==> src/rtl/pc_target_table_if.sv <==
// Load/lookup bus for pc_target_table.
// master = fetch-side requester, slave = the table.
interface pc_target_table_if #(
  parameter int D = 12,
  parameter int A = 4
);
  logic         wr_valid;
  logic         wr_ready;
  logic [A-1:0] wr_addr;
  logic [D-1:0] wr_data;
  logic         wr_rel;
  logic         rd_valid;
  logic [A-1:0] rd_addr;
  logic [D-1:0] pc;
  logic [D-1:0] target;
  logic         target_valid;

  modport master (
    output wr_valid, wr_addr, wr_data, wr_rel, rd_valid, rd_addr, pc,
    input  wr_ready, target, target_valid
  );
  modport slave (
    input  wr_valid, wr_addr, wr_data, wr_rel, rd_valid, rd_addr, pc,
    output wr_ready, target, target_valid
  );
endinterface

==> src/rtl/pc_target_table.sv <==
// pc_target_table: run-time writable 2**A x D branch/jump target table.
// Self-clears after reset (2**A cycle sweep), 1-cycle registered lookup,
// write-first on same-index load+lookup.
// Optional macro PC_REL_MODE_EN: per-entry rel bit; relative entries
// return (pc + value) mod 2**D. Without it, pc and wr_rel are ignored.
module pc_target_table #(
  parameter int D = 12,
  parameter int A = 4
) (
  input  logic                  Clk,
  input  logic                  Reset,
  output logic                  busy,
  pc_target_table_if.slave      bus
);
  localparam int DEPTH = 2**A;

  typedef enum logic {S_CLEAR, S_READY} state_t;

  state_t       r_state;
  logic [A-1:0] r_idx;
  logic         r_busy;
  logic         r_wr_ready;
  logic [D-1:0] r_val [DEPTH];
  logic [D-1:0] r_target;
  logic         r_target_valid;

  logic         w_wr_fire;
  logic         w_hit;
  logic [D-1:0] w_val;
  logic [D-1:0] w_target;

  // wr_ready is exactly "state is READY", so a fire only happens in READY
  assign w_wr_fire = bus.wr_valid && r_wr_ready;
  assign w_hit     = w_wr_fire && (bus.wr_addr == bus.rd_addr);
  assign w_val     = w_hit ? bus.wr_data : r_val[bus.rd_addr];

`ifdef PC_REL_MODE_EN
  logic r_rel [DEPTH];
  logic w_rel;

  assign w_rel    = w_hit ? bus.wr_rel : r_rel[bus.rd_addr];
  // D-bit add, carry dropped: negative offsets are plain two's complement
  assign w_target = w_rel ? (bus.pc + w_val) : w_val;

  // rel bits follow the same clear-sweep / load path as the values
  always_ff @(posedge Clk) begin
    if (Reset) begin
      if (r_state == S_CLEAR)
        r_rel[r_idx] <= 1'b0;
      else if (w_wr_fire)
        r_rel[bus.wr_addr] <= bus.wr_rel;
    end
  end
`else
  logic w_unused_ok;
  assign w_unused_ok = ^{bus.wr_rel, bus.pc};
  assign w_target    = w_val;
`endif

  // FSM: clear sweep over every index, then READY until the next reset
  always_ff @(posedge Clk) begin
    if (!Reset) begin
      r_state    <= S_CLEAR;
      r_idx      <= '0;
      r_busy     <= 1'b1;
      r_wr_ready <= 1'b0;
    end else begin
      case (r_state)
        S_CLEAR: begin
          r_idx <= r_idx + 1'b1;
          if (r_idx == '1) begin
            r_state    <= S_READY;
            r_busy     <= 1'b0;
            r_wr_ready <= 1'b1;
          end
        end
        default: begin
          r_state    <= S_READY;
          r_busy     <= 1'b0;
          r_wr_ready <= 1'b1;
        end
      endcase
    end
  end

  // table storage: sweep writes zero, READY accepts loads; no write in reset
  always_ff @(posedge Clk) begin
    if (Reset) begin
      if (r_state == S_CLEAR)
        r_val[r_idx] <= '0;
      else if (w_wr_fire)
        r_val[bus.wr_addr] <= bus.wr_data;
    end
  end

  // registered lookup; target holds when no lookup is taken
  always_ff @(posedge Clk) begin
    if (!Reset) begin
      r_target       <= '0;
      r_target_valid <= 1'b0;
    end else if (bus.rd_valid && r_state == S_READY) begin
      r_target       <= w_target;
      r_target_valid <= 1'b1;
    end else begin
      r_target_valid <= 1'b0;
    end
  end

  assign busy             = r_busy;
  assign bus.wr_ready     = r_wr_ready;
  assign bus.target       = r_target;
  assign bus.target_valid = r_target_valid;
endmodule

==> src/flat_wrapper.sv <==
// flat-port wrapper written by rule: the top's interface ports become plain ports
module pc_target_table_flat 
#(
  parameter int D = 12,
  parameter int A = 4
)
  (Clk, Reset, busy, bus_wr_valid, bus_wr_addr, bus_wr_data, bus_wr_rel, bus_rd_valid, bus_rd_addr, bus_pc, bus_wr_ready, bus_target, bus_target_valid);
  pc_target_table_if #(.D(D), .A(A)) bus_i ();
  input  logic Clk;
  input  logic Reset;
  output logic busy;
  input wire logic [$bits(bus_i.wr_valid)-1:0] bus_wr_valid;
  input wire logic [$bits(bus_i.wr_addr)-1:0] bus_wr_addr;
  input wire logic [$bits(bus_i.wr_data)-1:0] bus_wr_data;
  input wire logic [$bits(bus_i.wr_rel)-1:0] bus_wr_rel;
  input wire logic [$bits(bus_i.rd_valid)-1:0] bus_rd_valid;
  input wire logic [$bits(bus_i.rd_addr)-1:0] bus_rd_addr;
  input wire logic [$bits(bus_i.pc)-1:0] bus_pc;
  output wire logic [$bits(bus_i.wr_ready)-1:0] bus_wr_ready;
  output wire logic [$bits(bus_i.target)-1:0] bus_target;
  output wire logic [$bits(bus_i.target_valid)-1:0] bus_target_valid;
  assign bus_i.wr_valid = bus_wr_valid;
  assign bus_i.wr_addr = bus_wr_addr;
  assign bus_i.wr_data = bus_wr_data;
  assign bus_i.wr_rel = bus_wr_rel;
  assign bus_i.rd_valid = bus_rd_valid;
  assign bus_i.rd_addr = bus_rd_addr;
  assign bus_i.pc = bus_pc;
  assign bus_wr_ready = bus_i.wr_ready;
  assign bus_target = bus_i.target;
  assign bus_target_valid = bus_i.target_valid;
  pc_target_table #(.D(D), .A(A)) u_core (.Clk(Clk), .Reset(Reset), .busy(busy), .bus(bus_i));
endmodule
==> config.mk <==
export PLATFORM = sky130hd
export DESIGN_NAME = pc_target_table_flat
export DESIGN_NICKNAME = d
export VERILOG_FILES = /design/src/rtl/pc_target_table_if.sv /design/src/rtl/pc_target_table.sv /design/src/flat_wrapper.sv
export SDC_FILE = /design/constraint.sdc
export NUM_CORES = 1
export LEC_CHECK = 0
export ABC_AREA = 1
export BUFFER_PORTS_ARGS = -buffer_cell sky130_fd_sc_hd__buf_2
export CAP_MARGIN = 20
export CORE_UTILIZATION = 50
export DETAILED_ROUTE_END_ITERATION = 16
export PLACE_DENSITY = 0.67
export RECOVER_POWER = 50
export SETUP_SLACK_MARGIN = 0.05
export SLEW_MARGIN = 10
export SYNTH_ARGS = -nofsm -noshare
export SYNTH_HDL_FRONTEND = slang
export SYNTH_SLANG_ARGS = --single-unit
export TNS_END_PERCENT = 10
==> constraint.sdc <==
create_clock -name Clk -period 2.1 [get_ports Clk]
set_input_delay 0.105 -clock Clk [delete_from_list [all_inputs] [get_ports Clk]]
set_output_delay 0.105 -clock Clk [all_outputs]
set_load 0.01 [all_outputs]
* Word level (Yosys, flattened, before mapping)
Memory sizes are Yosys's and may differ from the RTL's. A register that Yosys moved wholly into a read port is not among the register bits.
Index checks and enable logic that the tools add are counted.
** Word-level totals
- Flip-flop bits (word level) :: 8
- Memory bits (writable) :: 192
- Word-level logic and storage cells :: 30
- Memories :: 1
** Cells by class
- Add/subtract/negate cells :: 1
- Equality and inequality tests :: 1
- Muxes and demuxes :: 17
- Reduce and logical (&&, ||, !) cells :: 5
** Memory list
- u_core.r_val :: words 16, bits a word 12, rd ports 1, clocked after memory_dff 1, write ports 1, line pc_target_table.sv:23 : logic [D-1:0] r_val [DEPTH];
** Operators with widths (count)
- $mux 1 :: 15
- $mux 12 :: 1
- $reduce_or 12->1 :: 1
- $add 4x1->4 const B :: 1
- $eq 4x4->1 const B :: 1
- $mux 4 :: 1
- $logic_and 1x1->1 :: 2
- $reduce_bool 2->1 :: 1
- $logic_not 1->1 :: 1

* Longest topological paths before layout
- Depth in word-level cells :: 7
- Depth in mapped cells :: 14

* Worst setup path before layout
No wires, ideal clock.
- Path kind :: reg2reg
- Start point :: register u_core.r_wr_ready (netlist: u_core.bus.wr_ready)
- End point :: memory u_core.r_val[10][0], enable pin
- Setup time :: 0.380 ns
- Data arrival time :: 1.622 ns
- Data required time :: 1.720 ns
- Path slack :: 0.098 ns
- Cell stages (with the launch flop) :: 9
- Period minus slack after synthesis :: 2.002 ns
- Path through :: dfxtp_1 > nand2_1 > inv_1 > nand2_4 > nand2_2 > nand2_2 > inv_1 > nand3_1 > nor2_1
** On the way
- Cells in the longest elaborated chain, start to end :: 7
- Elaborated cells between the ends (all ways) :: 8
- Classes of those cells :: mux (6); reduce/logical (2)
** Ends and longest elaborated chain
- start, declared :: line pc_target_table.sv:22 : logic r_wr_ready;
- start signal, assigned :: line pc_target_table.sv:66 : r_wr_ready <= 1'b0;
- start signal, assigned :: line pc_target_table.sv:74 : r_wr_ready <= 1'b1;
- start signal, assigned :: line pc_target_table.sv:80 : r_wr_ready <= 1'b1;
- $logic_and 1x1->1 (*) :: line pc_target_table.sv:33 : assign w_wr_fire = bus.wr_valid && r_wr_ready;
- $mux 1 (*) :: line pc_target_table.sv:91 : else if (w_wr_fire)
- $mux 1 (*) :: line pc_target_table.sv:89 : if (r_state == S_CLEAR)
- $mux 1 (*) :: line pc_target_table.sv:88 : if (Reset) begin
- $mux 1 (implied by the code) (*) :: line pc_target_table.sv:92 : r_val[bus.wr_addr] <= bus.wr_data;
- $reduce_or 12->1 (no line)
- $mux 4 (no line) or $mux 1 (tied branches)
- end, declared :: line pc_target_table.sv:23
Every way passes the cells marked *; elsewhere a longest branch is shown, timed or not.

* Worst setup path after layout
- Start point :: register u_core.r_state
- End point :: memory u_core.r_val[3][4], enable pin
** On the way
- Cells in the longest elaborated chain, start to end :: 5
- Elaborated cells between the ends (all ways) :: 9
- Classes of those cells :: mux (8); reduce/logical (1)
** Ends and longest elaborated chain
- start, declared :: line pc_target_table.sv:19 : state_t r_state;
- start signal, assigned :: line pc_target_table.sv:63 : r_state <= S_CLEAR;
- start signal, assigned :: line pc_target_table.sv:72 : r_state <= S_READY;
- start signal, assigned :: line pc_target_table.sv:78 : r_state <= S_READY;
- $mux 1 :: line pc_target_table.sv:89
- $mux 1 :: line pc_target_table.sv:88
- $mux 1 (implied by the code) :: line pc_target_table.sv:92
- $reduce_or 12->1 (no line)
- $mux 4 (no line) or $mux 1 (tied branches)
Parallel ways exist; a longest one is shown, timed or not.

==> flow_summary_export.csv <==
group,metric,value,unit
floorplan,initial_core_util,0.514,
yosys,synth-adder-area-share,0.00140,
yosys,ys_dominant_reg_cell,"edfxtp_1",
critical_path,path_depth,9,
drt,drt_iter0_markers,506,
timing,maxSlewHeadroom,0.585,
grt,antenna_found_initial,0,
cells_and_area,syn2layout_area_growth,14.6,%
yosys,seq_area_frac_synth,0.691,
timing,worst_pin_slew,0.622,ns
cts,clock_path_buffers,3,
grt,grt_pass1_wl,31400,um
cts,post_cts_buffers,0,
grt,gr-total-overflow,0,
cts,cts_buffers,22,
critical_path,endpoint,"u_core.r_val[3][4]$_DFFE_PP_",
yosys,ys_warn_count,0,
power_and_ir_drop,seqPwrFrac,0.510,
drt,via_per_inst,5.41,
yosys,synth-edff-count,192,
place,hpwl,12200,um
timing,fin_crit_sh,0.912,
critical_path,startpoint_type,"flop",
power_and_ir_drop,comb_power_share,0.063,
drt,wirelength,20200,um
yosys,ys_ff_latch,212,
timing,slew_violations,0,
power_and_ir_drop,pwr-share-clk,0.427,
yosys,synth.top_cell.area_share,0.646,
hold_path,holdCritPathClass,"input port to flop",
status,outcome,"finished clean",
timing,whs,0.0200,ns
timing,rsz0062_at_grt,"no",
hold_path,min_from,"bus_wr_data[5]",
critical_path,slowest_stage,"dfxtp_1",
cells_and_area,drive_gt1_frac,0.121,
run,maxCapViolations,0,
critical_path,r2r_cells,9,
critical_path,slowest_delay,0.48,ns
floorplan,fp-row-count,48,
floorplan,coreArea,0.0174,mm2
drt,dr.pass1.iters,5,
cells_and_area,utilization,0.589,
power_and_ir_drop,swShare,0.213,
grt,grt_util_all_layers,0.227,
floorplan,io_pins,52,
yosys,syn_inst,848,
cts,root_buffer,"clkbuf_16",
cts,h-tree-depth,1,
yosys,synth_fp_nets,886,
timing,fin_crit,1.92,ns
power_and_ir_drop,power.density,886,mW/mm2
critical_path,r2r_end,"u_core.r_val[3][4]$_DFFE_PP_",
cells_and_area,layout.nets,941,
critical_path,cp_common_cell,"nand2_2",
drt,vias,6178,
critical_path,cp_cell_sequence,"nand2_4 -> clkinv_2 -> nand2_2 -> nand2_2 -> nand2_2 -> inv_1 -> nand3_1 -> nor2_1 -> buf_4",
critical_path,worstSetupEndpointType,"flop",
timing,fmax,0.522,GHz
critical_path,arrival,2.10,ns
floorplan,fp.dieW,136,um
drt,remaining_drc_errors,0,
critical_path,r2r_start,"u_core.r_state$_SDFF_PN0_",
yosys,synth_top_family_by_area,"simple AND/OR/NAND/NOR gates",
grt,grt_pass1_vias,5839,
yosys,synth-compound-area-share,0.0105,
timing,setup_tns,0,ns
yosys,synthSimpleGateAreaFrac,0.257,
yosys,synth.distinct_cells,23,
critical_path,path_delay_family,"simple AND/OR/NAND/NOR gates",
critical_path,crit_fanout,12,
floorplan,die_y,136,um
timing,fin_worst_skew,0.00654,ns
yosys,avgSynthCellArea,10.5,um2
timing,finalSetupViolCount,0,
power_and_ir_drop,power.internal,7.13,mW
timing,final-hold-violation-count,0,
cts,clk_latency,0.49,ns
yosys,synth_area_leader_cell,"edfxtp_1",
cts,cts_sinks,212,
critical_path,crit_buf_inv,3,
place,portBuffers,38,
cts,cts_tree,"yes",
cts,clkTransAtPathRegs,0.06,ns
critical_path,crit_start,"u_core.r_state$_SDFF_PN0_",
yosys,syn_area,0.00892,mm2
grt,grt_max_degree,58,
drt,wl_per_cell,17.7,um
cells_and_area,n_fill_cell,1439,
floorplan,die_area,0.0184,mm2
cells_and_area,antenna_cells,0,
power_and_ir_drop,p_switching,1.93,mW
critical_path,cp.required,2.28,ns
critical_path,criticalPathCategory,"flop to flop",
yosys,synth_area_leaders,"edfxtp_1 (65%), nand2_1 (13%), nand3_1 (10%)",
power_and_ir_drop,vdd.ir_drop.worst,0.610,mV
yosys,ys_async_sr_fraction,0,
critical_path,ff2ff_setup_slack,0.18,ns
power_and_ir_drop,power.leakage,3.99,nW
yosys,synthMuxAreaShare,0,
place,place_congestion,0.830,
yosys,synth-xor-area-share,0,
power_and_ir_drop,p_total,9.06,mW
drt,antenna_left,0,
## worst min-delay path by stage
stage,depth (start not counted),to,slack (ns)
5_1_grt,5,u_core.bus.target[5]$_SDFFE_PN0P_,0.05
3_3_place_gp,2,u_core.busy$_SDFFE_PN1P_,0.35
4_1_cts,5,u_core.bus.target[5]$_SDFFE_PN0P_,0.01
2_1_floorplan,1,u_core.busy$_SDFFE_PN1P_,0.17
3_5_place_dp,2,u_core.busy$_SDFFE_PN1P_,0.36
6_report,5,u_core.bus.target[5]$_SDFFE_PN0P_,0.02
## registers in the layout, summed over array words and instances, names as in the netlist
signal                   flops
u_core.r_val               192
u_core.bus.target_valid      1
u_core.r_state               1
u_core.bus.wr_ready          1
u_core.r_idx                 4
u_core.bus.target           12
u_core.busy                  1
## what timing repair did
item                                    CTS  global route
endpoints found under the setup margin    0             0
gates resized for setup                   0             0
endpoints found under the hold margin     3             0
hold buffers                              1             0
## cell usage in the layout (no fill, tap or decap)
cell,n
clkinv_2,5
buf_4,27
inv_2,3
dlygate4sd3_1,1
edfxtp_1,192
clkbuf_16,23
and3_1,1
nand2_1,306
clkinv_1,4
nor2_8,1
o21ai_0,3
ha_1,1
nand2_2,13
nor3_1,2
nand3_1,179
a21oi_2,1
inv_1,39
buf_2,23
nand2_4,1
dfxtp_1,20
buf_12,5
a21oi_1,14
clkbuf_2,4
nor2_4,2
nor2_1,24
clkbuf_1,19
bufinv_16,3
## tightest hold or removal path, delay by kind of cell
kind	cells	cell delay (ns)
AO/OA/AOI/OAI	1	0.05
buffers and inverters	1	0.10
AND/OR/NAND/NOR	3	0.22
## cells in the mapped netlist (2+ instances only)
cell type and count:
nand2_1 306, edfxtp_1 192, nand3_1 179, inv_1 39, clkbuf_1 28, nor2_1 24
dfxtp_1 20, a21oi_1 14, nand2_2 12, buf_2 9, buf_1 5, inv_2 3
o21ai_0 3, buf_4 2, nand2_4 2, nor2_4 2, nor3_1 2
## routing by layer
layer	vias up	routed length (um)	GRT usage
met5	-	0	0
met4	0	573	0.0805
met3	43	1110	0.0273
met2	201	9930	0.380
met1	2935	8590	0.304
li1	2999	-	-
## cell families (layout without fill, tap and decap cells)
group,Yosys count,after routing
AO/OA/AOI/OAI,18,18
adder cells (fa/ha/maj),1,1
buffers and inverters,88,156
flip-flops,212,212
AND/OR/NAND/NOR,529,529
## power by group through the flow
| stage | sequential (mW) | combinational (mW) | clock [mW] |
|---|---|---|---|
| 2_1_floorplan | 4.70 | 0.376 | 0 |
| 3_3_place_gp | 4.70 | 0.560 | 0 |
| 3_5_place_dp | 4.71 | 0.570 | 0 |
| 4_1_cts | 4.62 | 0.575 | 3.91 |
| 5_1_grt | 4.62 | 0.642 | 4.07 |
| 6_report | 4.62 | 0.573 | 3.87 |
## per-stage QoR
| step | cells | setup slack, ns | instance area, um2 |
|---|---|---|---|
| 2_1_floorplan | 848 | 0.0982 | 8920 |
| 4_1_cts | 1141 | 0.206 | 10300 |
| 3_3_place_gp | 1103 | 0.300 | 9540 |
| 5_1_grt | 1141 | 0.0343 | 10200 |
| 6_report | 1141 | 0.185 | 10200 |
| 3_5_place_dp | 1103 | 0.251 | 9540 |
## layout make-up
cell class              instances  area, um2  area share
well taps                     225        282      0.0275
clock buffers                  26        587      0.0574
inverters                      43        163      0.0159
multi-input cells             548       2390       0.234
repair buffers                 76        508      0.0497
flip-flops and latches        212       6170       0.603
clock inverters                11        125      0.0122
(Power assumes the default switching activity.)
